**config.mk**
```make
export PLATFORM = sky130hd
export DESIGN_NAME = fifo_push_arb
export DESIGN_NICKNAME = d
export VERILOG_FILES = /design/src/rtl/fifo_push_arb.sv
export SDC_FILE = /design/constraint.sdc
export NUM_CORES = 1
export LEC_CHECK = 0
export CAP_MARGIN = 40
export CORE_MARGIN = 3
export CORE_UTILIZATION = 24
export DETAILED_ROUTE_END_ITERATION = 10
export PLACE_DENSITY = 0.77
export SLEW_MARGIN = 10
export SYNTH_ARGS = -nofsm -noshare
export SYNTH_HDL_FRONTEND = slang
export SYNTH_SLANG_ARGS = --single-unit
```
**constraint.sdc**
```tcl
create_clock -name CLKP -period 1.85 [get_ports CLKP]
set_clock_uncertainty 0.2 [all_clocks]
set_input_delay 0.4625 -clock CLKP [delete_from_list [all_inputs] [get_ports CLKP]]
set_output_delay 0.4625 -clock CLKP [all_outputs]
set_load 0.1 [all_outputs]
```
**src/rtl/fifo_push_arb.sv**
```systemverilog
// Two-requester round-robin push arbiter in front of the shared FIFO.
// Bursts are bounded to BURST words per grant; FULLP stalls without rotating.
module fifo_push_arb #(
    parameter int DW    = 32,
    parameter int BURST = 4
) (
    input  logic          CLKP,
    input  logic          RSTNP,
    input  logic          REQ0P,
    input  logic [DW-1:0] DAT0P,
    output logic          ACK0P,
    input  logic          REQ1P,
    input  logic [DW-1:0] DAT1P,
    output logic          ACK1P,
    input  logic          FULLP,
    output logic          PUSHP,
    output logic [DW-1:0] DIP,
    output logic [1:0]    GNTP,
    output logic          BUSYP
);

    localparam int CW = (BURST > 1) ? $clog2(BURST + 1) : 1;
    localparam logic [CW-1:0] CNT_LAST = CW'(BURST - 1);
    localparam logic [CW-1:0] CNT_ZERO = {CW{1'b0}};
    localparam logic [CW-1:0] CNT_ONE  = CW'(1);

    typedef enum logic [1:0] {
        IDLE = 2'd0,
        G0   = 2'd1,
        G1   = 2'd2
    } state_t;

    state_t        state_r;
    state_t        state_n;
    logic          last_r;
    logic          last_n;
    logic [CW-1:0] cnt_r;
    logic [CW-1:0] cnt_n;
    logic          push_s;

    // Grant chosen from IDLE: a tie goes to the requester that was not served last.
    function automatic state_t pick_grant(input logic r0, input logic r1, input logic last);
        state_t g;
        if (r0 && r1) begin
            g = last ? G0 : G1;
        end else if (r0) begin
            g = G0;
        end else if (r1) begin
            g = G1;
        end else begin
            g = IDLE;
        end
        return g;
    endfunction

    // State, last-served pointer and burst counter registers.
    always_ff @(posedge CLKP) begin
        if (!RSTNP) begin
            state_r <= IDLE;
            last_r  <= 1'b1;
            cnt_r   <= CNT_ZERO;
        end else begin
            state_r <= state_n;
            last_r  <= last_n;
            cnt_r   <= cnt_n;
        end
    end

    // Next-state logic: grant, burst rotation and request-drop handling.
    always_comb begin
        state_n = state_r;
        last_n  = last_r;
        cnt_n   = cnt_r;
        case (state_r)
            IDLE: begin
                if (REQ0P || REQ1P) begin
                    state_n = pick_grant(REQ0P, REQ1P, last_r);
                    last_n  = (pick_grant(REQ0P, REQ1P, last_r) == G1);
                    cnt_n   = CNT_ZERO;
                end else begin
                    state_n = IDLE;
                end
            end
            G0: begin
                if (!REQ0P) begin
                    cnt_n = CNT_ZERO;
                    if (REQ1P) begin
                        state_n = G1;
                        last_n  = 1'b1;
                    end else begin
                        state_n = IDLE;
                    end
                end else if (push_s) begin
                    if (cnt_r == CNT_LAST) begin
                        // Burst done: hand over only if the other side waits.
                        cnt_n = CNT_ZERO;
                        if (REQ1P) begin
                            state_n = G1;
                            last_n  = 1'b1;
                        end else begin
                            state_n = G0;
                        end
                    end else begin
                        cnt_n = cnt_r + CNT_ONE;
                    end
                end else begin
                    cnt_n = cnt_r;
                end
            end
            G1: begin
                if (!REQ1P) begin
                    cnt_n = CNT_ZERO;
                    if (REQ0P) begin
                        state_n = G0;
                        last_n  = 1'b0;
                    end else begin
                        state_n = IDLE;
                    end
                end else if (push_s) begin
                    if (cnt_r == CNT_LAST) begin
                        cnt_n = CNT_ZERO;
                        if (REQ0P) begin
                            state_n = G0;
                            last_n  = 1'b0;
                        end else begin
                            state_n = G1;
                        end
                    end else begin
                        cnt_n = cnt_r + CNT_ONE;
                    end
                end else begin
                    cnt_n = cnt_r;
                end
            end
            default: begin
                state_n = IDLE;
                last_n  = 1'b1;
                cnt_n   = CNT_ZERO;
            end
        endcase
    end

    // Outputs decoded from state; push is gated by FULLP in the same cycle.
    always_comb begin
        push_s = 1'b0;
        PUSHP  = 1'b0;
        ACK0P  = 1'b0;
        ACK1P  = 1'b0;
        GNTP   = 2'b00;
        BUSYP  = 1'b0;
        DIP    = {DW{1'b0}};
        case (state_r)
            G0: begin
                push_s = REQ0P & ~FULLP;
                PUSHP  = push_s;
                ACK0P  = push_s;
                GNTP   = 2'b01;
                BUSYP  = 1'b1;
                DIP    = DAT0P;
            end
            G1: begin
                push_s = REQ1P & ~FULLP;
                PUSHP  = push_s;
                ACK1P  = push_s;
                GNTP   = 2'b10;
                BUSYP  = 1'b1;
                DIP    = DAT1P;
            end
            default: begin
                push_s = 1'b0;
                PUSHP  = 1'b0;
                GNTP   = 2'b00;
                BUSYP  = 1'b0;
                DIP    = {DW{1'b0}};
            end
        endcase
    end

endmodule

```
# Word level (Yosys, flattened, before mapping)
# Cells that the tools add are included.
# Widths: inputs -> output; s select.
[totals]
in_bits = 69
ff_bits = 6
output_inout_bits = 38
word_cells = 61
[classes]
muxes = 39
n_eq_ne = 9
n_reduce_logical = 6
n_addsub = 1
n_bitwise = 3
[op_table]
columns = ["cell", "count"]
rows = [
  ["$pmux 32 s2", 1],
  ["$mux 2", 15],
  ["$mux 3", 5],
  ["$mux 1", 13],
  ["$ne 3x3->1 const B", 4],
  ["$pmux 3 s3", 1],
  ["$pmux 2 s3", 1],
  ["$reduce_and 5->1", 1],
  ["$eq 2x2->1 const B", 2],
  ["$pmux 2 s2", 1],
  ["$reduce_and 4->1", 1],
  ["$add 3x1->3 const B", 1],
  ["$eq 3x2->1 const B", 1],
  ["$pmux 1 s3", 1],
  ["$and 1x1->1", 2],
  ["$eq 2x1->1 const B", 1],
  ["$logic_not 2->1", 1],
  ["$ne 2x2->1 const B", 1],
  ["$pmux 1 s2", 1],
  ["$reduce_or 2->1", 1],
  ["$logic_and 1x1->1", 1],
  ["$logic_or 1x1->1", 1],
  ["$not 1->1", 1],
]

# Longest topological paths before layout
# Gate-level depths: netlist of run 1.
[depth]
ltp_word = 8
mapped_depth = 7
mapped_depth_nobuf = 6

# Least setup slack after synthesis of run 1
# Ideal clock, no wire load.
[synth_path]
path_type = "register -> output"
startpoint = "register state_r[0]"
endpoint = "output port PUSHP"
path_buffers = 0
path_stages_with_launch = 5
required_time_ps = 1187
t_arrival_ps = 3864
setup_slack_ps = -2677
path_cell_list = "dfxtp_1 -> inv_1 -> ha_1 -> inv_1 -> nor3_1"
[synth_between]
elab_chain_len = 2
word_cells_on_any_way = 3
cone_classes = "2 x eq/ne; 1 x mux"
[synth_lines]
columns = ["element", "line_no", "source"]
rows = [
  ["start, declared", "33", "state_t state_r;"],
  ["start signal, assigned", "63", "state_r <= state_n;"],
  ["$eq 2x2->1 / $eq 2x1->1 (equally long branches)", "152", "case (state_r)"],
  ["$pmux 1 s2 (*)", "152", ""],
  ["end, declared", "16", "output logic PUSHP,"],
]
# Every way passes the cells marked *; elsewhere a longest branch is shown, timed or not.

# Final worst setup path of run 1
[layout_path]
startpoint = "register state_r[0]"
endpoint = "output port DIP[30]"
[layout_between]
elab_chain_len = 2
word_cells_on_any_way = 3
cone_classes = "2 x eq/ne; 1 x mux"
[layout_lines]
columns = ["element", "line_no", "source"]
rows = [
  ["$eq 2x2->1 / $eq 2x1->1 (equally long branches)", "152", ""],
  ["$pmux 32 s2 (*)", "152", ""],
  ["end, declared", "17", "output logic [DW-1:0] DIP,"],
]
# Marks and branches as above.

==> results of run 1 <==
[timing repair]
action | in CTS | in global routing
endpoints found under the setup margin | 41 | 44
cloned | 0 | 1
buffers inserted | 3 | 2
pin swaps | 2 | 0
resized for setup | 25 | 11
[metal layers]
metal  GRT usage (%)  vias to the layer above  routed length [um]
met3           7.757                       17                 704
met5               0                        -                   0
li1                -                      745                   -
met2           41.96                       91                3214
met4           10.63                        0                 201
met1           26.87                      737                2021
[stage by stage]
stage	utilization (%)	power, mW	instance area (um^2)	setup TNS [ps]	hold WS (ps)
final	89.60	2.075	3084	-15780	267.2
after floorplan	-	1.135	1212	-28560	206.9
after CTS	87.39	2.012	3008	-16220	223.5
after global placement	82.37	1.697	2835	-8715	216.2
after global routing	89.60	2.153	3084	-18080	272.6
after detailed placement	82.37	1.717	2835	-9465	218.6
[logic make-up after synthesis]
kind of cell    Yosys count  synth area share [%]
simple gates             54                 24.72
flops                     6                 13.48
compound gates           54                 45.50
fa+ha+maj                 7                 9.831
buf+inv                  15                 6.460
[synthesized netlist by cell type, drive strengths merged]
master   n  area (um^2)
o21bai   1        7.510
o21ai    4        20.01
nor3b    1        7.510
ha       7        87.58
nor2b    1        6.260
a21oi    8        40.04
nor3     1        5.000
o41ai    1        27.53
nand2b   3        18.77
nor2    37        138.9
nand3    2        10.01
o2111a   1        11.26
clkbuf   7        26.28
nand2    9        33.78
a22oi   33        252.7
a21o     2        15.01
dfxtp    6        120.1
inv      4        15.01
buf      4        16.26
o22ai    2        12.51
a22o     2        18.77
[registers in the layout, indices dropped and copies added (netlist names)]
name / flops
last_r: 1
cnt_r: 3
state_r: 2
[worst max-delay path by stage]
stage | from | end | slack (ps) | cells after the start
2_1_floorplan | state_r[0]$_SDFFE_PN0P_ | PUSHP | -830 | 4
3_3_place_gp | REQ0P | last_r$_SDFFE_PN1P_ | -360 | 6
3_5_place_dp | REQ0P | last_r$_SDFFE_PN1P_ | -400 | 6
4_1_cts | state_r[0]$_SDFFE_PN0P_ | DIP[3] | -470 | 6
5_1_grt | state_r[0]$_SDFFE_PN0P_ | DIP[29] | -530 | 6
6_report | state_r[0]$_SDFFE_PN0P_ | DIP[30] | -500 | 6
[where the power goes]
part / internal (mW) / total (mW) / switching, mW
Combinational: 0.687 / 1.70 / 1.01
Clock: 0.149 / 0.216 / 0.0668
Sequential: 0.143 / 0.160 / 0.0169
[cell type report]
cell class                      instances  share of cell area [%]
Sequential cell                         6                   4.138
Inverter                                4                  0.7708
Clock buffer                            4                   1.460
Multi-Input combinational cell        115                   36.39
Tap cell                               46                   1.866
Timing Repair Buffer                  131                   55.38
[worst max-delay path, cell delays in order (launching register included)]
cell        delay (ps)
dfxtp_4            370
inv_4               50
ha_4               280
clkinvlp_4         100
buf_12             230
nor2_2             210
buf_12             190
==> metrics, run 1 <==
number of buffers added on ports 106; cells on worst reg2reg path 7; initial antenna violation count 0; max_slew headroom 74.68%; Die W 66.93 um; Non-Filler Instances 306; htree depth 1; drt first-iter violations 78; Leak 1.042 nW; max-cap viol count 0; largest net degree at the start of global routing 35; final-stage net count 337; RR Endpoint last_r$_SDFFE_PN1P_; Hold Crit Start cnt_r[2]$_SDFFE_PN0N_; Area Overhead vs Synth 246.2%; num ports 107; clk sink count 6; clock latency at the later pin of the worst-skew pair 230 ps; Hold Path Sink cnt_r[2]$_SDFFE_PN0N_; highest ir drop seen on vdd 922.8 uV; CTS Hold Buffers Added 0; Avg WL per Cell 20.08 um; Synth warnings 0; most frequent cells in the layout clkdlybuf4s50_1, buf_12, nor2_4; setup ws final -495.9 ps; Max Slew Vio Count 0; most common cell after layout, fill and taps aside clkdlybuf4s50_1; pre-CTS setup slack -404.7 ps; Tightest Pin Transition 378.4 ps; Synthesized Nets 212; failing checks setup timing; DP Wirelength 4.250 mm; DRT Wirelength 6.143 mm; fin crit share 126.8%; Multi-input gate area 1122 um^2; FP Rows 21; Setup violations, final 42; syn avg cell area 6.550 um^2; number of buffers created by CTS 3; post-synthesis sequential area ratio 13.48%; CP Capture Type output pin; Fmax 0.4263 GHz; dpl cells 297; Tot GR Track Use 24.26%; core box area 3442 um^2; Max FO, Critical Path 33; Via density 5.196; Hold Path Cell Cnt 2; first-pass GRT wire length 8.073 mm; Clock transition at path regs 40 ps; DRC viols 0; GP Congestion 0.9439; critical path class reg -> out; worst reg2reg startpoint state_r[0]$_SDFFE_PN0P_; GRT overflow 0; Mapped Cells 136; DRT Pass-1 Iters 4; Starting Density 25.88%; Mapped Area 890.9 um^2; total number of vias 1590; HP Class reg -> reg; Hold Vio Cnt, Final 0; Final ANT Viol Nets 0; Die Ht 66.93 um; CTS tree yes; vias in the first global route 1546; library cells used by synthesis 25; # fillers 158; critical path arrival 1680 ps; layout cell share with drive strength beyond 1 52.69%; CTS Root Cell clkbuf_8; die area 4479 um^2; pwr dens 672.9 nW/um^2; result of the run finished with violations; RSZ-0062 raised after global routing yes; final worst path period need 2346 ps; Synth Register Bits 6; clk buf depth 2; R2R setup slack -290 ps; Reg area 127.6 um^2; WP data required 1190 ps; Startpoint Class register; antenna cells 0
Note: power is estimated with default switching activity, not from simulation.
==> run 2: changes to the inputs <==
- REMOVE_ABC_BUFFERS: default -> 1
==> metrics, run 2 (synthesized netlist as in run 1, its figures left out) <==
CP Capture Type output pin; critical path arrival 1660 ps; drt first-iter violations 165; power share of the sequential group 6.9%; Buf/Inv on CP 4; largest reg by FF count cnt_r; highest ir drop seen on vdd 726.7 uV; DP Wirelength 4.015 mm; GP Congestion 0.8778; GRT overflow 0; layout cell share with drive strength beyond 1 61.19%; CTS Root Cell clkbuf_8; busiest grt layer met2; Avg WL per Cell 31.68 um; Worst path slowest cell dfxtp_4; internal cell power 1.086 mW; largest net degree at the start of global routing 17; Tightest Pin Transition 548.5 ps; critical path class reg -> out; CTS tree yes; core box area 3442 um^2; die area 4479 um^2; Design Power 2.375 mW; combinational share of power 84.5%; met3 Use GR 8.600%; Leak 1.131 nW; fin crit share 125.7%; Via density 6.375; cells on worst reg2reg path 8; GR Layer Usage met2 72.65%; failing checks setup timing; Fmax 0.4301 GHz; Max Slew Vio Count 0; worst stage delay on the critical path 370 ps; number of flip-flops in the largest register 3; number of buffers created by CTS 3; max_slew headroom 63.36%; crit-path leading delay family buffers and inverters; switching power 1.289 mW; setup TNS -16760 ps; num ports 107; Starting Density 25.88%; Die W 66.93 um; Setup violations, final 44; met1 Use GR 43.00%; pwr dens 715.0 nW/um^2; CTS Hold Buffers Added 0; WP data required 1190 ps; FP Rows 21; clk buf depth 2; Hold Crit Start cnt_r[2]$_SDFFE_PN0N_; Layout Utilization 96.51%; number of buffers added on ports 106; DRT Wirelength 9.980 mm; max-cap viol count 0; DRC viols 0; # fillers 57; Die Ht 66.93 um; setup ws final -475.2 ps; Max FO, Critical Path 11; Crit path depth 6; HP Class reg -> reg; Hold Path Cell Cnt 2; RSZ-0062 raised after global routing yes; final-stage net count 346; initial antenna violation count 0; htree depth 1; total number of vias 2008; first-pass GRT wire length 12.79 mm; Sw Share 54.25%; Hold Vio Cnt, Final 0; most common cell after layout, fill and taps aside clkdlybuf4s50_1; worst reg2reg startpoint state_r[1]$_SDFFE_PN0P_; biggest regs cnt_r x3, state_r x2, last_r x1; R2R setup slack -430 ps; Non-Filler Instances 315; result of the run finished with violations; Area Overhead vs Synth 272.9%; Hold Path Sink cnt_r[2]$_SDFFE_PN0N_; Clock transition at path regs 40 ps; Startpoint Class register; most frequent cells in the layout clkdlybuf4s50_1, buf_12, nor2_4; final worst path period need 2325 ps; DRT Pass-1 Iters 7; dpl cells 299; Clk pwr share 8.5%; RR Endpoint last_r$_SDFFE_PN1P_; clock latency at the later pin of the worst-skew pair 230 ps; worst hold slack 264.8 ps; Cell Chain, Critical Path inv_2 -> ha_4 -> inv_4 -> buf_16 -> nor2_4 -> buf_12; Final ANT Viol Nets 0; clk sink count 6; Tot GR Track Use 40.34%; vias in the first global route 1995
[run 2: cell types whose count changed in the layout (fill, tap and decap cells not counted), moves of 2 or more]
cell,change
buf_4,+4
buf_16,+3
ha_4,+2
a21oi_1,-2
o21ai_1,-3
o21ai_2,+3
a22oi_1,-9
nor2_4,+2
a22oi_2,+9
buf_6,+2
[run 2: worst min-delay path, stage by stage, from the launching register on]
cell and delay, ps:
dfxtp_1 310, nand2_1 70, a21oi_2 40
[run 2: per-stage QoR]
step           worst slack, ps  cell area [um^2]
2_1_floorplan            -3073             848.3
3_3_place_gp            -356.6              2550
3_5_place_dp            -396.8              2550
4_1_cts                 -334.1              3243
5_1_grt                 -476.4              3319
6_report                -475.2              3322
[run 2: worst max-delay path by stage]
stage	startpoint	endpoint	slack, ps
after floorplan	state_r[0]$_SDFFE_PN0P_	PUSHP	-3070
after global placement	REQ1P	last_r$_SDFFE_PN1P_	-360
after detailed placement	REQ1P	last_r$_SDFFE_PN1P_	-400
after CTS	state_r[1]$_SDFFE_PN0P_	DIP[24]	-330
after global routing	state_r[1]$_SDFFE_PN0P_	DIP[24]	-480
final	state_r[1]$_SDFFE_PN0P_	DIP[24]	-480
[run 2: layer usage]
metal  wire length [um]  vias to the layer above  part of all wire, %
li1                   -                      770                    -
met3               1138                       66                   11
met4                653                        0                  6.5
met5                  0                        -                    0
met1               3390                      961                   34
met2               4798                      211                   48
[run 2: layout make-up]
type	count	area (um^2)	area share (%)
inverters	4	20.02	0.6026
repair buffers	140	1832	55.14
multi-input cells	115	1244	37.44
well taps	46	57.56	1.733
clock buffers	3	41.29	1.243
flip-flops and latches	6	125.1	3.766
diodes	1	2.502	0.07533
[run 2: power groups by stage]
| stage | combinational [mW] | sequential, mW | clock, mW |
|---|---|---|---|
| floorplan | 0.722 | 0.153 | 0 |
| global placement | 1.33 | 0.152 | 0 |
| detailed placement | 1.35 | 0.153 | 0 |
| CTS | 1.81 | 0.156 | 0.205 |
| global route | 2.03 | 0.164 | 0.210 |
| finish | 2.01 | 0.164 | 0.203 |
[run 2: what timing repair did]
action,4_1_cts,5_1_grt
gates resized for setup,132,15
pin swaps,8,23
endpoints found under the setup margin,41,44
cloned,3,0
setup buffers,7,3
==> run 3: changes to the inputs <==
- CELL_PAD_IN_SITES_DETAIL_PLACEMENT: default -> 0
- CELL_PAD_IN_SITES_GLOBAL_PLACEMENT: default -> 1
- CORE_UTILIZATION: 24 -> 14
- PLACE_DENSITY: 0.77 -> default
- PLACE_DENSITY_LB_ADDON: default -> 0.1
==> metrics, run 3 (synthesized netlist as in run 1, its figures left out) <==
result of the run finished with violations; failing checks setup timing; final-stage net count 347; Max FO, Critical Path 12; Multi-input gate area 1174 um^2; CTS Root Cell clkbuf_8; busiest grt layer met2; Clock transition at path regs 40 ps; layout cell share with drive strength beyond 1 58.36%; clock latency at the later pin of the worst-skew pair 220 ps; antenna cells 0; fin crit share 117.9%; Final ANT Viol Nets 0; clk sink count 6; Die W 85.77 um; initial antenna violation count 0; DRT Pass-1 Iters 4; vias in the first global route 1619; Area after DPL 2616 um^2; Tot GR Track Use 14.59%; critical path class reg -> out; Starting Density 14.78%; most common cell after layout, fill and taps aside clkdlybuf4s50_1; RSZ-0062 raised after global routing yes; DP Wirelength 3.968 mm; GP Congestion 0.7688; DRT Wirelength 5.880 mm; met3 Use GR 2.882%; num ports 107; GR Layer Usage met2 27.12%; pwr dens 673.3 nW/um^2; total number of vias 1595; max_slew headroom 74.92%; highest ir drop seen on vdd 481.8 uV; HP Class reg -> reg; first-pass GRT wire length 8.528 mm; max-cap viol count 0; Setup violations, final 40; final worst path period need 2182 ps; Leak 1.135 nW; die area 7356 um^2; Via density 4.637; origin of the worst setup path state_r[1]$_SDFFE_PN0P_; number of flip-flops in the largest register 3; GRT overflow 0; number of buffers created by CTS 3; clk buf depth 2; largest net degree at the start of global routing 25; CTS Hold Buffers Added 0; largest reg by FF count cnt_r; met1 Use GR 17.57%; # fillers 499; core box area 6026 um^2; DRC viols 0; htree depth 1; drt first-iter violations 30; worst reg2reg startpoint state_r[1]$_SDFFE_PN0P_; Reg area 125.1 um^2; Tightest Pin Transition 375.0 ps; number of buffers added on ports 106; FP Rows 28; setup ws final -331.9 ps; Max Slew Vio Count 0; most frequent cells in the layout clkdlybuf4s50_1, buf_12, a22oi_2; pre-CTS setup slack -414.9 ps; critical path arrival 1520 ps; Avg WL per Cell 17.09 um; Fmax 0.4583 GHz; Die Ht 85.77 um; Hold Vio Cnt, Final 0; fin area 3342 um^2; CTS tree yes; Startpoint Class register; biggest regs cnt_r x3, state_r x2, last_r x1; WP data required 1190 ps; Hold Crit Start cnt_r[2]$_SDFFE_PN0N_; Area Overhead vs Synth 275.1%; CP Capture Type output pin
-- run 3: cell types whose count changed in the layout (fill, tap and decap cells not counted), moves of 2 or more --
cell,previous run,this run
nand2_1,7,9
a22oi_1,0,2
nor2_2,1,5
o21ai_2,3,0
clkbuf_16,0,2
nor2_4,34,30
a22oi_2,33,31
o21ai_1,0,3
-- run 3: layout make-up --
cell class	count	area share (%)
clock buffers	3	1.235
inverters	4	0.7488
multi-input cells	115	35.12
flip-flops and latches	6	3.744
well taps	75	2.808
repair buffers	141	56.35
-- run 3: through the flow --
stage / setup TNS (ps) / util [%] / hold slack [ps] / total power [mW] / std cells
6_report: -10800 / 55.46 / 240.4 / 2.250 / 344
2_1_floorplan: -86560 / - / 206.9 / 0.8757 / 125
3_3_place_gp: -10230 / 43.42 / 217.2 / 1.525 / 332
4_1_cts: -10780 / 51.66 / 225.5 / 2.120 / 339
5_1_grt: -12940 / 55.46 / 260.3 / 2.345 / 344
3_5_place_dp: -9953 / 43.42 / 220.6 / 1.517 / 332
-- run 3: final timing paths --
kind,end,slack (ps),cells past startpoint
setup / recovery,DIP[10],-330,6
setup reg to reg,last_r$_SDFFE_PN1P_,-190,8
hold / removal,cnt_r[2]$_SDFFE_PN0N_,240,2
hold reg to reg,cnt_r[2]$_SDFFE_PN0N_,240,2
-- run 3: layer usage --
metal / wire [um] / share of wire, %
met5: 0 / 0
met3: 497 / 8.5
met2: 2965 / 50
met4: 30 / 0.51
met1: 2385 / 41
-- run 3: worst max-delay path: stages, from the launching register on --
cell and delay (ps):
dfxtp_4 350, buf_6 120, ha_4 180, buf_12 160, a22oi_1 230, nor2_2 80, buf_12 170
-- run 3: what timing repair did --
| item | in CTS | in global routing |
|---|---|---|
| buffers inserted | 0 | 4 |
| resized for setup | 100 | 32 |
| cloned | 4 | 2 |
| endpoints found under the setup margin | 42 | 41 |
| pin swaps | 20 | 11 |
-- run 3: power breakdown --
group | total (mW) | switching, mW | internal (mW) | leakage [nW]
clock | 0.196 | 0.0566 | 0.140 | 0.0216
combinational | 1.90 | 1.06 | 0.840 | 1.06
sequential | 0.155 | 0.0125 | 0.143 | 0.0500
total | 2.25 | 1.13 | 1.12 | 1.14
